`config.mk`:
```
export PLATFORM = sky130hd
export DESIGN_NAME = spi_pwm_multi
export DESIGN_NICKNAME = d
export VERILOG_FILES = /design/src/rtl/spi_pwm_multi.sv
export SDC_FILE = /design/constraint.sdc
export NUM_CORES = 1
export LEC_CHECK = 0
export ABC_CLOCK_PERIOD_IN_PS = 1800
export CAP_MARGIN = 20
export CORE_ASPECT_RATIO = 0.9
export CORE_UTILIZATION = 57
export DETAILED_ROUTE_END_ITERATION = 8
export GPL_TIMING_DRIVEN = 0
export PLACE_DENSITY = 0.76
export SYNTH_ARGS = -nofsm -noshare
export SYNTH_HDL_FRONTEND = slang
export SYNTH_SLANG_ARGS = --single-unit
```
`constraint.sdc`:
```
create_clock -name clk -period 1.8 [get_ports clk]
set_input_delay 0.36 -clock clk [delete_from_list [all_inputs] [get_ports clk]]
set_output_delay 0.36 -clock clk [all_outputs]
set_load 0.03 [all_outputs]
```
`src/rtl/spi_pwm_multi.sv`:
```
// SPI-configured multi-channel PWM: LSB-first frames load per-channel shadow registers, which become active at each period wrap.
// Latency: a committed frame applies at the channel's next pwm_cnt wrap. Backpressure: none (SPI has no stall); bad frames pulse cfg_err.
module spi_pwm_multi #(
  parameter int NUM_CH     = 4,
  parameter int DUTY_WIDTH = 8,
  parameter int DIV_WIDTH  = 16
) (
  input  logic              clk,
  input  logic              rst,
  input  logic              spi_sclk,
  input  logic              spi_mosi,
  input  logic              spi_cs,
  output logic              spi_miso,
  output logic [NUM_CH-1:0] pwm_out,
  output logic              cfg_err
);

  localparam int F  = 8 + DIV_WIDTH + DUTY_WIDTH;
  localparam int CW = $clog2(F + 2);
  localparam logic [CW-1:0] F_CNT    = CW'(F);
  localparam logic [CW-1:0] F_SAT    = CW'(F + 1);
  localparam logic [7:0]    NUM_CH_8 = 8'(NUM_CH);

  typedef struct packed {
    logic                  en;
    logic [DIV_WIDTH-1:0]  div;
    logic [DUTY_WIDTH-1:0] duty;
  } ch_cfg_t;

  typedef enum logic [1:0] {IDLE, SHIFT, COMMIT} state_t;

  logic [1:0]    sclk_s, mosi_s, cs_s;
  logic          sclk_d, cs_d;
  logic          sclk_rise, cs_fall, cs_rise;
  state_t        state;
  logic [CW-1:0] bit_cnt;
  logic [F-1:0]  shreg;
  logic [6:0]    idx;
  logic          idx_ok, commit_we;
  ch_cfg_t       frame_cfg;

  always_ff @(posedge clk) begin
    if (rst) begin
      sclk_s   <= '0;
      mosi_s   <= '0;
      cs_s     <= '0;
      sclk_d   <= 1'b0;
      cs_d     <= 1'b0;
      spi_miso <= 1'b0;
    end else begin
      sclk_s   <= {sclk_s[0], spi_sclk};
      mosi_s   <= {mosi_s[0], spi_mosi};
      cs_s     <= {cs_s[0], spi_cs};
      sclk_d   <= sclk_s[1];
      cs_d     <= cs_s[1];
      spi_miso <= mosi_s[1];
    end
  end

  // cs_d resets low, so a cs held low through reset never looks like a fresh frame start
  assign sclk_rise = sclk_s[1] & ~sclk_d;
  assign cs_fall   = cs_d & ~cs_s[1];
  assign cs_rise   = cs_s[1] & ~cs_d;

  assign idx       = shreg[6:0];
  assign idx_ok    = {1'b0, idx} < NUM_CH_8;
  assign commit_we = (state == COMMIT) && idx_ok;

  always_comb begin
    frame_cfg      = '0;
    frame_cfg.en   = shreg[7];
    frame_cfg.div  = shreg[8 +: DIV_WIDTH];
    frame_cfg.duty = shreg[8 + DIV_WIDTH +: DUTY_WIDTH];
  end

  always_ff @(posedge clk) begin
    if (rst) begin
      state   <= IDLE;
      bit_cnt <= '0;
      shreg   <= '0;
      cfg_err <= 1'b0;
    end else begin
      cfg_err <= 1'b0;
      case (state)
        IDLE: begin
          if (cs_fall) begin
            state   <= SHIFT;
            bit_cnt <= '0;
          end
        end
        SHIFT: begin
          if (cs_rise) begin
            if (bit_cnt == F_CNT) begin
              state <= COMMIT;
            end else begin
              cfg_err <= 1'b1;
              state   <= IDLE;
            end
          end else if (sclk_rise) begin
            // extra edges only push the count to F+1 so the frame is rejected at cs rise
            if (bit_cnt < F_CNT) begin
              shreg   <= {mosi_s[1], shreg[F-1:1]};
              bit_cnt <= bit_cnt + CW'(1);
            end else begin
              bit_cnt <= F_SAT;
            end
          end
        end
        COMMIT: begin
          if (!idx_ok) cfg_err <= 1'b1;
          state <= IDLE;
        end
        default: state <= IDLE;
      endcase
    end
  end

  for (genvar i = 0; i < NUM_CH; i++) begin : g_ch
    ch_cfg_t               shadow, active;
    logic [DIV_WIDTH-1:0]  div_cnt;
    logic [DUTY_WIDTH-1:0] pwm_cnt;
    logic                  tick, pwm_q;

    assign tick = (div_cnt == active.div);

    always_ff @(posedge clk) begin
      if (rst) begin
        shadow  <= '0;
        active  <= '0;
        div_cnt <= '0;
        pwm_cnt <= '0;
        pwm_q   <= 1'b0;
      end else begin
        if (commit_we && (idx == 7'(i))) shadow <= frame_cfg;
        if (tick) begin
          div_cnt <= '0;
          pwm_cnt <= pwm_cnt + DUTY_WIDTH'(1);
          if (&pwm_cnt) active <= shadow;
        end else begin
          div_cnt <= div_cnt + DIV_WIDTH'(1);
        end
        pwm_q <= active.en && (pwm_cnt < active.duty);
      end
    end

    assign pwm_out[i] = pwm_q;
  end

endmodule

```
==> metrics.yaml, run 1 <==
start_util: 0.582
place.gp.congestion: 0.854
timing.rr.start: "g_ch[1].div_cnt[11]$_SDFF_PP0_"
pin_count: 11
start_kind: "flop"
setup_viol: 111
synth-edff-count: 0
cts_buffers: 36
area_growth_pct: 27.7
worstHoldStart: "spi_mosi"
clock-sinks: 350
min_period_ns: 1.97
stdcell_count: 2255
grt_max_degree: 15
syn_avg_cell_area_um2: 8.16
portBuffers: 9
clockBufferDepth: 3
finalClockSkew_ns: 0.0279
wl_per_cell_um: 18.8
grt.overflow.total: 0
crit_type: "reg -> reg"
finalHoldViolCount: 0
place_ws_ns: -0.895
cpMaxStageDelayCell: "dfxtp_2"
synth-async-reset-ratio: 0
drv_cap: 0
fin_nets: 1932
clock_latency_ns: 0.53
slowest_delay_ns: 0.35
antenna_cells: 0
finalCritPeriodShare: 1.09
cpMostUsedCell: "buf_6"
layout_commonest_cell: "dfxtp_1"
synth.yosys.seq_area_share: 0.478
status: "finished with violations"
crit_path_max_fanout: 5
clk_pin_slew_ns: 0.07
cp.arrival_ns: 2.43
slew_headroom: 0.420
synth_cells: 1796
std_cell_rows: 55
synthesis.area_um2: 14700
cp_data_required_time_ns: 2.26
synth_cell_type_count: 41
grtUsageTotal: 0.282
dp_hpwl_um: 25000
clockRootBuffer: "clkbuf_16"
tightest_slew_ns: 0.869
h-tree-depth: 2
final_cell_mix: "dfxtp_1, nand2_1, a21oi_1"
leakage_uw: 0.00674
synth_nets: 1842
vias_per_cell: 5.96
critPathCaptureType: "flop"
drv_slew: 0
cts_tree: "built"
wl_um: 42300
grt_pass1_wl_um: 59800
violations: "setup timing"
grt_setup_unrepaired: "yes"
ys.flop_type: "dfxtp_1"
dpl.cell_count: 2147
worstPathCellList: "xor2_1 -> nor4_2 -> nand4_1 -> buf_6 -> buf_6 -> or3_1 -> a21oi_1"
nFillCells: 1765
cts_hold_buffers: 0
vias: 13400
die-area_um2: 26400
ant_nets: 0
dieHeight_um: 154
first_global_vias: 12000
drt_iter0_markers: 1090
synth_seq_cells: 350
powerDensity_nw_per_um2: 831
design.core.area_um2: 25200
drc_errors: 0
max_freq_mhz: 508
holdCritPathClass: "in -> reg"
drive_above_1_share: 0.256
first_pass_iters: 6
crit_start: "g_ch[1].div_cnt[11]$_SDFF_PP0_"
die_width_um: 171
ir_drop_v: 0.000857
synth_warnings: 0
antenna_found_initial: 0
final.setup.worst_slack_ns: -0.170
## path summary, 6_finish.rpt
path / slack, ns / cells after the start / to
max: -0.17 / 7 / g_ch[1].pwm_cnt[6]$_SDFFE_PP0P_
min: 0.39 / 2 / mosi_s[0]$_SDFF_PP0_
max reg2reg: -0.17 / 7 / g_ch[1].pwm_cnt[6]$_SDFFE_PP0P_
min reg2reg: 0.43 / 1 / mosi_s[1]$_SDFF_PP0_
## power breakdown
group | total [µW] | leakage [µW] | internal, µW | switching, µW
registers | 7810 | 0.00285 | 7760 | 46.4
logic | 344 | 0.00332 | 106 | 239
clock network | 7390 | 0.000570 | 4220 | 3170
total | 15500 | 0.00674 | 12100 | 3450
## sequential cells by signal, indices dropped and copies added, names as in the netlist
name,count
g_ch.active,100
g_ch.shadow,100
g_ch.div_cnt,64
g_ch.pwm_cnt,32
shreg,32
bit_cnt,6
g_ch.pwm_q,4
cs_s,2
mosi_s,2
sclk_s,2
state,2
cfg_err,1
cs_d,1
sclk_d,1
spi_miso,1
## routing by layer
layer | vias to the layer above | wire length (µm) | track usage
met1 | 6503 | 17400 | 0.382
li1 | 6307 | - | -
met4 | 0 | 1530 | 0.111
met3 | 106 | 2830 | 0.0425
met5 | - | 0 | 0.0170
met2 | 521 | 20600 | 0.450
## metrics by stage
stage | hold slack [ns] | instance area [µm²] | setup TNS, ns | power, µW | utilization
global placement | 0.417 | 15200 | -136.87 | 8280 | 0.603
finish | 0.391 | 18700 | -7.24 | 15500 | 0.743
detailed placement | 0.424 | 15200 | -144.60 | 8280 | 0.603
CTS | 0.388 | 16900 | -1.13 | 15500 | 0.672
floorplan | 0.409 | 14700 | 0 | 8170 | -
global route | 0.409 | 18700 | -17.33 | 15900 | 0.743
## cells by family (layout without fill, tap and decap cells)
family,after synthesis,in the layout,share of synthesized area
xor+xnor,125,125,0.0747
compound gates,426,426,0.150
fa+ha+maj,41,41,0.0350
flops,350,350,0.478
mux,3,3,0.00213
buf+inv,170,287,0.0469
simple gates,681,681,0.213
## critical path: cells and delay by family, from the launching register on
| family | cells | cell delay [ns] |
|---|---|---|
| XOR/XNOR | 1 | 0.16 |
| flip-flops | 1 | 0.35 |
| AO/OA/AOI/OAI | 1 | 0.15 |
| buffers and inverters | 2 | 0.33 |
| AND/OR/NAND/NOR | 3 | 0.91 |
## repair_timing
item                       CTS  global route
pin swaps                   58           126
buffers inserted            15            32
gates resized for setup    211           474
gates cloned                 0            10
setup endpoints to repair  326           285
## cells in the mapped netlist, types with 2 or more instances
cell | count | share of area
nor2b_1 | 9 | 0.0038
nand4_1 | 12 | 0.0051
nor2_1 | 91 | 0.023
nor3_1 | 11 | 0.0038
ha_1 | 41 | 0.035
o21ai_1 | 2 | 0.00068
and4_1 | 10 | 0.0060
nand2_1 | 304 | 0.078
nor4_1 | 22 | 0.0094
o21a_1 | 5 | 0.0026
o21ai_0 | 126 | 0.043
and3_1 | 19 | 0.0081
o31ai_1 | 4 | 0.0020
buf_2 | 27 | 0.0092
xnor2_1 | 32 | 0.019
clkbuf_1 | 89 | 0.023
or4_1 | 4 | 0.0020
nand3_1 | 152 | 0.052
or2_2 | 3 | 0.0013
inv_1 | 50 | 0.013
xor2_1 | 93 | 0.056
or3_1 | 24 | 0.010
a211oi_1 | 6 | 0.0031
mux2i_1 | 2 | 0.0014
a21o_1 | 8 | 0.0041
nor3_2 | 2 | 0.0014
dfxtp_1 | 350 | 0.48
or2b_1 | 2 | 0.0010
nand2b_1 | 11 | 0.0047
a21oi_1 | 271 | 0.093
buf_4 | 4 | 0.0020
## final cells by class
| type | instances | area (µm²) | share of cell area |
|---|---|---|---|
| plain buffers | 106 | 863 | 0.0461 |
| clock buffers | 54 | 1090 | 0.0583 |
| clock inverters | 11 | 77.6 | 0.00415 |
| inverters | 50 | 188 | 0.0100 |
| multi-input cells | 1276 | 8280 | 0.442 |
| flip-flops and latches | 350 | 7100 | 0.380 |
| well taps | 342 | 428 | 0.0229 |
| repair buffers | 66 | 683 | 0.0365 |
Note: power is estimated with default switching activity, not from simulation.
==> run 2, diff against run 1 <==
- ABC_CLOCK_PERIOD_IN_PS: 1800 -> 1900
- CORE_UTILIZATION: 57 -> 63
- GPL_ROUTABILITY_DRIVEN: default -> 0
- PLACE_DENSITY: 0.76 -> 0.8
- clock period: 1.8 -> 1.9 ns (I/O delays scaled with it)
==> run 2 against run 1 <==
Total power decreased by 5.0%; clock power down 4.5%; fmax shrank 0.74%; sequential power shrank 5.2%; final cell count down 3.3%; critical path type unchanged; global-route usage is 3.1 points higher; the flow still finishes with violations (setup timing); via count shrank 3.0%; combinational power down 13%.
==> metrics.yaml, run 2 (synthesis results as in run 1) <==
min_period_ns: 1.98
die_width_um: 163
grt_max_degree: 14
holdCritPathClass: "in -> reg"
fin_nets: 1905
design.core.area_um2: 22600
wl_per_cell_um: 17.9
grt_setup_unrepaired: "yes"
portBuffers: 9
first_pass_iters: 5
nFillCells: 1570
wl_um: 39100
pin_count: 11
cp_data_required_time_ns: 2.35
start_util: 0.647
grt_util_met1: 0.426
rr_endpoint: "g_ch[2].pwm_cnt[3]$_SDFFE_PP0P_"
grt_pass1_wl_um: 60700
std_cell_rows: 52
ir_drop_v: 0.000864
cts_tree: "built"
powerDensity_nw_per_um2: 846
grtUsageTotal: 0.314
area_growth_pct: 19.1
die-area_um2: 23900
vias: 13000
violations: "setup timing"
use_met2: 0.503
clockBufferDepth: 3
final_core_util: 0.771
antenna_cells: 0
h-tree-depth: 2
cts_buffers: 36
setup_viol: 13
clock-sinks: 350
multi_input_area_um2: 7560
grt.overflow.total: 0
clockRootBuffer: "clkbuf_16"
dpl.cell_count: 2102
clk_pin_slew_ns: 0.06
timing.rr.start: "g_ch[2].div_cnt[9]$_SDFF_PP0_"
max_freq_mhz: 504
finalPower_uw: 14800
finalHoldViolCount: 0
drt_iter0_markers: 1291
dp_hpwl_um: 24900
slew_headroom: 0.402
first_global_vias: 12200
antenna_found_initial: 0
crit_type: "reg -> reg"
leakage_uw: 0.00625
drv_slew: 0
status: "finished with violations"
finalClockSkew_ns: 0.0210
stdcell_count: 2181
finalCritPeriodShare: 1.04
dieHeight_um: 147
grt-busiest-layer: "met2"
cts_hold_buffers: 0
fin_hold_ws_ns: 0.413
holdPathEnd: "cs_s[0]$_SDFF_PP0_"
ant_nets: 0
ff2ff_setup_slack_ns: -0.08
crit_path_max_fanout: 6
drc_errors: 0
layout_commonest_cell: "dfxtp_1"
r2r_cells: 7
top_regs: "g_ch.active (100), g_ch.shadow (100), g_ch.div_cnt (64)"
min_path_cells: 2
clock_latency_ns: 0.53
final.setup.worst_slack_ns: -0.0844
critPathCaptureType: "flop"
tightest_slew_ns: 0.897
drv_cap: 0
cp.arrival_ns: 2.43
drive_above_1_share: 0.173
start_kind: "flop"
final_cell_mix: "dfxtp_1, nand2_1, a21oi_1"
worstHoldStart: "spi_cs"
register_area_um2: 7090
globalRouteMet3Util: 0.0587
vias_per_cell: 5.97
==> run 2: changes by cell type in the layout (fill, tap and decap cells not counted), moves of 19 or more <==
cell	change
o21ai_1	+25
a21oi_2	-32
o21ai_2	-32
buf_4	-19
a21oi_1	+32
nand2_1	+25
nand2_4	-25
==> run 2: worst max-delay path by stage <==
| stage | start | endpoint | slack, ns | cells past startpoint |
|---|---|---|---|---|
| 2_1_floorplan | state[1]$_SDFFE_PP0P_ | bit_cnt[4]$_SDFFE_PP0P_ | 0.07 | 8 |
| 3_3_place_gp | rst | g_ch[1].pwm_cnt[6]$_SDFFE_PP0P_ | -0.74 | 4 |
| 3_5_place_dp | rst | g_ch[3].shadow[24]$_SDFFE_PP0P_ | -0.81 | 4 |
| 4_1_cts | shreg[5]$_SDFFE_PP0P_ | g_ch[1].shadow[18]$_SDFFE_PP0P_ | 0.0005 | 7 |
| 5_1_grt | g_ch[2].div_cnt[9]$_SDFF_PP0_ | g_ch[2].pwm_cnt[5]$_SDFFE_PP0P_ | -0.16 | 7 |
| 6_report | g_ch[2].div_cnt[9]$_SDFF_PP0_ | g_ch[2].pwm_cnt[3]$_SDFFE_PP0P_ | -0.08 | 7 |
==> run 2: what timing repair did <==
item / in CTS / in global routing
gates cloned: 0 / 9
setup buffers: 15 / 8
setup endpoints to repair: 303 / 277
pin swaps: 38 / 66
gates resized for setup: 116 / 333
==> run 2: critical path: stages, from the launching register on <==
cell	delay [ns]
dfxtp_4	0.36
xor2_2	0.18
nor4_2	0.37
nand4_1	0.23
buf_6	0.19
buf_12	0.12
or3_4	0.32
a21oi_2	0.13
==> run 2: power breakdown <==
group          switching (µW)  internal [µW]  leakage [µW]
registers                43.7           7360       0.00285
logic                     213           87.3       0.00282
clock network            2890           4170      0.000578
total                    3150          11600       0.00625
==> run 2: final cells by class <==
| type | instances | share of cell area |
|---|---|---|
| multi-input cells | 1277 | 0.433 |
| flip-flops and latches | 350 | 0.406 |
| clock buffers | 55 | 0.0615 |
| plain buffers | 105 | 0.0394 |
| repair buffers | 39 | 0.0221 |
| well taps | 297 | 0.0213 |
| inverters | 50 | 0.0108 |
| clock inverters | 8 | 0.00559 |
==> run 2: routing by layer <==
| metal | up-vias | share of wire |
|---|---|---|
| met5 | - | 0 |
| met4 | 0 | 0.035 |
| met3 | 118 | 0.084 |
| met2 | 530 | 0.46 |
| met1 | 6144 | 0.42 |
| li1 | 6236 | - |
==> run 2: per-stage QoR <==
| stage | instance area, µm² | TNS [ns] | setup WS, ns |
|---|---|---|---|
| floorplan | 14700 | 0 | 0.0698 |
| global placement | 15100 | -116.35 | -0.739 |
| detailed placement | 15100 | -128.48 | -0.808 |
| CTS | 16700 | 0 | 0.000530 |
| global route | 17500 | -5.57 | -0.157 |
| finish | 17500 | -0.576 | -0.0844 |
==> run 3, diff against run 2 <==
- CAP_MARGIN: 20 -> 40
- CTS_CLUSTER_DIAMETER: default -> 150
==> run 3 against run 2 <==
The run still ends with setup timing left; hold slack about the same; via count down 0.95%; highest routed layer unchanged; critical path type unchanged; setup slack gained 0.066 ns; clock power is 5.1% lower; largest cell class unchanged; global-route usage about the same.
==> metrics.yaml, run 3 (synthesis results as in run 1) <==
max_freq_mhz: 521
clockBufferDepth: 3
slew_headroom: 0.389
wl_um: 38200
die-area_um2: 23900
timing.rr.start: "g_ch[2].active[12]$_SDFFE_PP0P_"
top_regs: "g_ch.active (100), g_ch.shadow (100), g_ch.div_cnt (64)"
ir_drop_v: 0.000937
violations: "setup timing"
first_pass_iters: 6
finalCritPeriodShare: 1.01
grt_max_degree: 14
grt_pass1_wl_um: 60600
layout_commonest_cell: "dfxtp_1"
crit_start: "g_ch[2].active[12]$_SDFFE_PP0P_"
cp.arrival_ns: 2.37
worstPathCellList: "xor2_1 -> nor4_2 -> nand4_1 -> buf_6 -> buf_4 -> or3_4 -> a21oi_2"
first_global_vias: 12200
grt.overflow.total: 0
drive_above_1_share: 0.164
grtUsageTotal: 0.314
holdCritPathClass: "in -> reg"
wl_per_cell_um: 17.6
drv_slew: 0
grt-busiest-layer: "met2"
fin_nets: 1896
cts_tree: "built"
start_kind: "flop"
final_cell_mix: "dfxtp_1, nand2_1, a21oi_1"
use_met2: 0.501
ff2ff_setup_slack_ns: -0.02
min_period_ns: 1.92
crit_end: "g_ch[2].pwm_cnt[6]$_SDFFE_PP0P_"
crit_path_max_fanout: 7
design.core.area_um2: 22600
rr_endpoint: "g_ch[2].pwm_cnt[6]$_SDFFE_PP0P_"
setup_viol: 4
clk_pin_slew_ns: 0.06
finalHoldViolCount: 0
vias_per_cell: 5.96
critPathCaptureType: "flop"
clockRootBuffer: "clkbuf_16"
slowest_delay_ns: 0.34
setup_tns_ns: -0.0516
tightest_slew_ns: 0.916
drc_errors: 0
area_growth_pct: 17.3
nFillCells: 1597
leakage_uw: 0.00611
finalPower_uw: 14400
final.setup.worst_slack_ns: -0.0181
cp_data_required_time_ns: 2.36
powerDensity_nw_per_um2: 838
dieHeight_um: 147
grt_util_met1: 0.430
die_width_um: 163
cts_buffers: 36
dp_hpwl_um: 25000
h-tree-depth: 2
antenna_cells: 0
antenna_found_initial: 0
globalRouteMet3Util: 0.0556
cpMaxStageDelayCell: "nor4_2"
clock_latency_ns: 0.53
crit_type: "reg -> reg"
clock-sinks: 350
drt_iter0_markers: 1151
finalClockSkew_ns: 0.0173
pin_count: 11
ant_nets: 0
portBuffers: 9
status: "finished with violations"
r2r_cells: 7
drv_cap: 0
vias: 12900
start_util: 0.647
std_cell_rows: 52
grt_setup_unrepaired: "yes"
-- run 3: cell count changes in the layout (fill, tap and decap cells not counted), sizes merged --
cell      change
clkbuf        -8
bufinv        -1
or3           -1
clkinvlp      +1
buf           -6
-- run 3: how the worst min path moves through the flow --
stage,endpoint,slack (ns),cells after the start,start
2_1_floorplan,g_ch[1].pwm_q$_SDFF_PP0_,0.41,2,g_ch[1].active[24]$_SDFFE_PP0P_
3_3_place_gp,mosi_s[1]$_SDFF_PP0_,0.41,1,mosi_s[0]$_SDFF_PP0_
3_5_place_dp,mosi_s[1]$_SDFF_PP0_,0.42,1,mosi_s[0]$_SDFF_PP0_
4_1_cts,cs_s[0]$_SDFF_PP0_,0.41,2,spi_cs
5_1_grt,sclk_s[0]$_SDFF_PP0_,0.44,2,spi_sclk
6_report,cs_s[0]$_SDFF_PP0_,0.41,2,spi_cs
-- run 3: per-stage QoR --
stage	cell area, µm²	worst slack, ns	util	hold slack [ns]	instances
3_3_place_gp	15100	-0.739	0.668	0.415	2102
6_report	17200	-0.0181	0.759	0.413	2166
4_1_cts	16600	-0.00459	0.731	0.409	2164
3_5_place_dp	15100	-0.339	0.669	0.420	2104
5_1_grt	17200	-0.0923	0.759	0.440	2166
2_1_floorplan	14700	0.0698	-	0.409	1796
-- run 3: repair_timing --
action                                 in CTS  in global routing
pin swaps                                  39                 48
gates resized for setup                   112                313
cloned                                      0                  2
hold buffers                                0                  0
buffers inserted                           13                  3
setup endpoints to repair                 287                277
endpoints found under the hold margin       0                  0
-- run 3: power by group --
| part | internal, µW | switching [µW] | total [µW] |
|---|---|---|---|
| Clock | 3850 | 2850 | 6700 |
| Sequential | 7360 | 44.0 | 7400 |
| Combinational | 93.7 | 210 | 304 |
-- run 3: critical path, delay by kind of cell, from the launching register on --
family / cells / cell delay (ns)
DFF: 1 / 0.33
AOI/OAI and AO/OA: 1 / 0.13
xor gates and xnor gates: 1 / 0.18
buffers and inverters: 2 / 0.32
and+or+nand+nor: 3 / 0.89
-- run 3: layout make-up --
| class | instances | area [µm²] | share of cell area |
|---|---|---|---|
| Inverter | 50 | 188 | 0.0109 |
| Tap cell | 297 | 372 | 0.0216 |
| Buffer | 107 | 672 | 0.0391 |
| Multi-Input combinational cell | 1276 | 7530 | 0.438 |
| Clock buffer | 49 | 1010 | 0.0588 |
| Clock inverter | 8 | 75.1 | 0.00437 |
| Sequential cell | 350 | 7080 | 0.412 |
| Timing Repair Buffer | 29 | 263 | 0.0153 |
-- run 3: routing by layer --
metal | part of all wire | wire length [µm]
met3 | 0.076 | 2900
met1 | 0.43 | 16400
met5 | 0 | 0
met4 | 0.035 | 1320
met2 | 0.46 | 17500
